--- src/rtl/bus_command_master.sv ---
// Single-outstanding MemoryBus master for host register commands.
// One response per accepted request: read data, write ack or timeout.
//
// Ports:
//   clock, reset        clock and synchronous active-high reset
//   req*                host request channel (reqValid/reqReady handshake)
//   rsp*                host response channel (rspValid held until rspReady)
//   busy                high whenever the master is not idle
//   ms*                 master-to-slave request side of the MemoryBus
//   sm*                 slave-to-master response side of the MemoryBus
// The MemoryBus master modport is flattened into plain ms*/sm* ports.
module bus_command_master #(
  parameter int DATA_WIDTH    = 24,
  parameter int ADDRESS_WIDTH = 32,
  parameter int ID_WIDTH      = 8,
  parameter int TIMEOUT       = 1024
) (
  input  logic                     clock,
  input  logic                     reset,
  input  logic                     reqValid,
  output logic                     reqReady,
  input  logic [ADDRESS_WIDTH-1:0] reqAddress,
  input  logic                     reqWrite,
  input  logic [DATA_WIDTH-1:0]    reqData,
  output logic                     rspValid,
  input  logic                     rspReady,
  output logic [DATA_WIDTH-1:0]    rspData,
  output logic                     rspTimeout,
  output logic                     busy,
  output logic                     msValid,
  input  logic                     msTaken,
  output logic [ADDRESS_WIDTH-1:0] msAddress,
  output logic                     msWrite,
  output logic [DATA_WIDTH-1:0]    msData,
  output logic [ID_WIDTH-1:0]      msID,
  input  logic                     smValid,
  output logic                     smTaken,
  input  logic [DATA_WIDTH-1:0]    smData,
  input  logic [ID_WIDTH-1:0]      smID
);

  localparam int CW = (TIMEOUT > 1) ? $clog2(TIMEOUT) : 1;
  localparam logic [CW-1:0] TLAST = CW'(TIMEOUT - 1);

  typedef enum logic [1:0] {
    IDLE,
    ISSUE,
    WAIT_RSP,
    RESPOND
  } state_e;

  state_e                   state_q;
  logic [ADDRESS_WIDTH-1:0] addr_q;
  logic                     write_q;
  logic [DATA_WIDTH-1:0]    wdata_q;
  logic [ID_WIDTH-1:0]      id_q;
  logic [ID_WIDTH-1:0]      idcnt_q;
  logic [CW-1:0]            tcnt_q;
  logic [DATA_WIDTH-1:0]    rdata_q;
  logic                     tout_q;

  logic expired;
  logic sm_hit;

  assign expired = (tcnt_q == TLAST);
  assign sm_hit  = (state_q == WAIT_RSP) &&
                   smValid && (smID == id_q);

  // Every slave response is taken: the matching one in
  // WAIT_RSP is captured, anything else is drained.
  assign smTaken = smValid;

  assign reqReady   = (state_q == IDLE);
  assign busy       = (state_q != IDLE);
  assign msValid    = (state_q == ISSUE);
  assign rspValid   = (state_q == RESPOND);
  assign msAddress  = addr_q;
  assign msWrite    = write_q;
  assign msData     = wdata_q;
  assign msID       = id_q;
  assign rspData    = rdata_q;
  assign rspTimeout = tout_q;

  always_ff @(posedge clock) begin
    if (reset) begin
      state_q <= IDLE;
      addr_q  <= '0;
      write_q <= 1'b0;
      wdata_q <= '0;
      id_q    <= '0;
      idcnt_q <= '0;
      tcnt_q  <= '0;
      rdata_q <= '0;
      tout_q  <= 1'b0;
    end else begin
      unique case (state_q)
        IDLE: begin
          if (reqValid) begin
            addr_q  <= reqAddress;
            write_q <= reqWrite;
            wdata_q <= reqData;
            id_q    <= idcnt_q;
            tcnt_q  <= '0;
            state_q <= ISSUE;
          end
        end
        ISSUE: begin
          // A take on the expiry cycle still completes.
          if (msTaken) begin
            idcnt_q <= idcnt_q + ID_WIDTH'(1);
            tcnt_q  <= '0;
            if (write_q) begin
              rdata_q <= '0;
              tout_q  <= 1'b0;
              state_q <= RESPOND;
            end else begin
              state_q <= WAIT_RSP;
            end
          end else if (expired) begin
            // The abandoned ID is retired so a late
            // take cannot alias the next request.
            idcnt_q <= idcnt_q + ID_WIDTH'(1);
            rdata_q <= '0;
            tout_q  <= 1'b1;
            state_q <= RESPOND;
          end else begin
            tcnt_q <= tcnt_q + CW'(1);
          end
        end
        WAIT_RSP: begin
          if (sm_hit) begin
            rdata_q <= smData;
            tout_q  <= 1'b0;
            state_q <= RESPOND;
          end else if (expired) begin
            rdata_q <= '0;
            tout_q  <= 1'b1;
            state_q <= RESPOND;
          end else begin
            tcnt_q <= tcnt_q + CW'(1);
          end
        end
        RESPOND: begin
          if (rspReady) begin
            rdata_q <= '0;
            tout_q  <= 1'b0;
            state_q <= IDLE;
          end
        end
        default: state_q <= IDLE;
      endcase
    end
  end

endmodule

--- config.mk ---
export PLATFORM = sky130hd
export DESIGN_NAME = bus_command_master
export DESIGN_NICKNAME = d
export VERILOG_FILES = /design/src/rtl/bus_command_master.sv
export SDC_FILE = /design/constraint.sdc
export NUM_CORES = 1
export LEC_CHECK = 0
export CORE_UTILIZATION = 43
export CTS_CLUSTER_SIZE = 12
export DETAILED_ROUTE_END_ITERATION = 6
export PLACE_DENSITY = 0.81
export REMOVE_ABC_BUFFERS = 1
export SLEW_MARGIN = 25
export SYNTH_ARGS = -nofsm -noshare
export SYNTH_HDL_FRONTEND = slang
export SYNTH_SLANG_ARGS = --single-unit
export TNS_END_PERCENT = 1
--- constraint.sdc ---
create_clock -name clock -period 2.02 [get_ports clock]
set_input_delay 0.202 -clock clock [delete_from_list [all_inputs] [get_ports clock]]
set_output_delay 0.202 -clock clock [all_outputs]
set_load 0.005 [all_outputs]
# Word level (Yosys, flattened, before mapping)
# Index checks and enable logic that the tools add are counted.
# W data, S select, Z words.
# op_classes
add_sub_neg,2
n_reduce_logical,12
n_mux,26
n_eq_ne,9
# op_table
op,n
$mux W24,5
$pmux W24 S3,1
$mux W10,4
$pmux W10 S3,1
$mux W8,2
$add A10 B1 Y10 const B,1
$eq A10 B10 Y1 const B,1
$mux W2,5
$add A8 B1 Y8 const B,1
$eq A8 B8 Y1,1
$pmux W2 S4,1
$mux W1,6
$reduce_and A2 Y1,3
$reduce_and A3 Y1,2
$reduce_bool A3 Y1,2
$eq A2 B2 Y1 const B,2
$ne A2 B2 Y1 const B,2
$reduce_bool A2 Y1,2
$ne A3 B2 Y1 const B,1
$pmux W1 S3,1
$eq A2 B1 Y1 const B,1
$logic_and A1 B1 Y1,2
$logic_not A2 Y1,1
$ne A2 B1 Y1 const B,1
# totals
input_bits,95
out_inout_bits,95
register_bits,110

# Longest topological paths before layout
# logic_depth
ltp_word,5
ltp_mapped,8
depth_no_buf,7

# Worst setup path before layout
# Ideal clock, no wire load.
# synth_timing
kind,reg-to-reg
startpoint,register state_q[1]
endpoint,register rdata_q[10] (netlist: rspData[10])
t_arrival_ns,1.743
path_buffers,2
setup_slack_ns,0.160
required_ns,1.903
path_stages_with_launch,9
period_less_slack_ns,1.860
setup_time_ns,0.117
cell_sequence,dfxtp_1 -> inv_1 -> ha_1 -> buf_2 -> nand2_1 -> o21ai_0 -> nor3_4 -> buf_6 -> o2bb2ai_1
# synth_lines
item,line_no,rtl
start: declaration,52,state_e state_q;
start signal: assignment,86,state_q <= IDLE;
start signal: assignment,104,state_q <= ISSUE;
start signal: assignment,115,state_q <= RESPOND;
$eq A2 B1 Y1 (*),-,
named net msValid,30,"output logic msValid,"
$ne A3 B2 Y1 (no source line) / $reduce_bool A3 Y1 (equally long branches),-,
$reduce_and A3 Y1 (no source line),-,
end signal: assignment,132,rdata_q <= smData;
end: declaration,59,logic [DATA_WIDTH-1:0] rdata_q;
# Mark *: on every way through the listed nets, which the timed path passes. The rest lies on a longest branch.
# A chain may end at the register's enable or synchronous reset.

# Worst setup path after layout
# layout_timing
startpoint,register state_q[1]
endpoint,output port msValid
# layout_via
elab_chain_cells,1
# layout_rtl
item,line_no,rtl
$eq A2 B1 Y1,75,assign msValid = (state_q == ISSUE);
end: declaration,30,
# Every way passes these cells.

==> flow_summary.ini <==
[outcome]
run_status = finished, final reports clean

[routing]
wl_per_cell_um = 15.1
postRouteAntennaNets = 0
via_per_inst = 5.14
drtIter0Drc = 242
vias = 4321
wl_um = 12700
dr.pass1.iters = 5
post-route-drc-count = 0

[cts]
htreeDepth = 3
cts_sinks = 110
path_clk_slew_ps = 110
root_buffer = clkbuf_8
cts_made_buffers = 9
clk_latency_ps = 380
holdBufCountCts = 0
cts_tree = built
clockBufferDepth = 2

[critical_path]
worst_path_largest_cell_delay_ps = 510
crit_chain = inv_1 -> ha_2 -> buf_4 -> clkdlybuf4s50_1
path_delay_family = buffers and inverters
crit_path_end_kind = output pin
cp_max_fo = 7
crit_buf_inv = 3
arrival_ps = 1720
path_class = flip-flop to output pin
cp.required_ps = 1820
start_kind = flip-flop
rrSetupSlack_ps = 90
slowest_stage = clkdlybuf4s50_1

[logic_synthesis]
synthTopCellsByArea = dfxtp_1 (49%), nand2_1 (11%), a21oi_1 (8.4%)
netlist.area_leader.share_pct = 49.0
synth_largest_area_cell = dfxtp_1
yosys_warnings = 0
yosys-top-cells-count = nand2_1 (136), dfxtp_1 (110), a21oi_1 (75)
synth_cell_types = 51
netlist_area_sq_mm = 0.00449
synthFlopType = dfxtp_1
synth_edf_count = 0
ys_seq_area_share_pct = 49.0
postSynthCellCount = 519
yosysMostFrequentCell = nand2_1
ys_ff_latch = 110
async_flop_share_pct = 0
syn_avg_cell_area_sq_um = 8.65

[power_and_ir_drop]
power_density_mw_per_mm2 = 665
p_leak_nw = 2.39
peakVddDrop_v = 0.000492
total_power_mw = 4.49

[timing]
tightestPinTransition_ps = 771
fin_crit_sh_pct = 95.3
relSlewSlack_pct = 48.0
fin_crit_ps = 1930
slew_violations = 0
fin_ws_ps = 94.3
hold_viol_final = 0
finalSetupViolCount = 0
grt_setup_unrepaired = false
finClkSkew_ps = 22.1
tns_ps = 0
fmax_ghz = 0.519

[global_routing]
grt_max_degree = 66
grt_use_met3_pct = 4.14
grt_overflow = 0
antenna_found_initial = 0
top_usage_layer = met2
gr-usage-met1_pct = 27.6
grt_pass1_vias = 4249
met2_usage_pct = 40.4
grt_pass1_wl_um = 20400
grt_usage_pct = 23.1

[finish]
design_area_sq_mm = 0.00676
nFillCells = 794
final_cells = 841
drive_gt1_share_pct = 7.34
antennaDiodeCount = 0
fin_nets = 804
area_delta_synth_final_pct = 50.5

[floorplanning]
dieArea_sq_mm = 0.0109
die_w_um = 104
start_util_pct = 45.1
die_y_um = 104
core-area_sq_mm = 0.00995
num_rows = 36
io_pins = 190

[placement]
io_buffer_count = 189
dp.final_hpwl_um = 9090
placed_cells = 825
place_ws_ps = -85.8
gp_congestion = 0.802
dpl_cell_area_sq_mm = 0.00656

[hold_path]
hold_path.class = input port to flip-flop

[flow_run]
max_cap_viol_count = 0
layer usage:
| layer | vias up | share of wire, % |
|---|---|---|
| li1 | 2137 | - |
| met1 | 2021 | 42 |
| met2 | 137 | 50 |
| met3 | 26 | 5.1 |
| met4 | 0 | 2.8 |
| met5 | - | 0 |
worst register-to-register path, stage by stage (launching register included):
cell and delay [ps]:
dfxtp_4 380, inv_1 80, ha_1 210, nand3_1 170, or3_4 470, nor3_4 220
buf_12 200, o2bb2ai_1 140
final cells by class:
class	instances	area, sq um	area share (%)
multi-input cells	365	2070	30.6
repair buffers	211	2100	31.1
clock inverters	6	62.6	0.926
well taps	133	166	2.46
flip-flops and latches	110	2210	32.6
inverters	6	22.5	0.333
clock buffers	10	128	1.89
metrics by stage:
step           utilization (%)  hold WS [ps]
3_3_place_gp              65.9           441
3_5_place_dp              65.9           447
5_1_grt                   67.9           338
4_1_cts                   67.8           310
6_report                  67.9           316
2_1_floorplan                -           271
path summary, 6_finish.rpt:
check | start | endpoint | cells past startpoint
worst max-delay path | state_q[1]$_SDFFE_PP0P_ | msValid | 4
worst min-delay path | reset | idcnt_q[2]$_SDFFE_PP0P_ | 2
worst max register to register | state_q[0]$_SDFFE_PP0P_ | rspData[17]$_SDFFE_PP0P_ | 7
worst min register to register | msAddress[4]$_SDFFE_PP0P_ | msAddress[4]$_SDFFE_PP0P_ | 2
registers in the layout (all words and copies together) (netlist names), 2 cells and up:
name and flops:
rspData 24, msAddress 32, idcnt_q 8, msData 24
msID 8, state_q 2, tcnt_q 10
cell families after synthesis:
group | share of synthesized area, %
adder cells (fa/ha/maj) | 1.67
buffers and inverters | 5.10
XOR/XNOR | 2.53
multiplexers | 0.223
AND/OR/NAND/NOR | 21.2
AO/OA/AOI/OAI | 20.3
flip-flops | 49.0
where the power goes:
| part | leakage, nW | internal, mW | switching, mW |
|---|---|---|---|
| combinational | 1.40 | 0.483 | 0.394 |
| sequential | 0.896 | 2.26 | 0.0540 |
| clock | 0.0961 | 0.483 | 0.814 |
layout by cell type, fill, tap and decap left out, drive strengths merged, types with 9 or more instances in the layout:
master and count:
o2bb2ai 24, xnor2 9, buf 23, inv 9
clkdlybuf4s50 188, nand2b 26, nor2 12, a21oi 75
dfxtp 110, clkbuf 10, nand2 136
repair_timing:
| item | in CTS | in global routing |
|---|---|---|
| setup buffers | 0 | 0 |
| resized for setup | 1 | 4 |
| endpoints found under the hold margin | 0 | 0 |
| pin swaps | 0 | 0 |
| setup endpoints to repair | 1 | 24 |
Note: power is estimated with default switching activity, not from simulation.
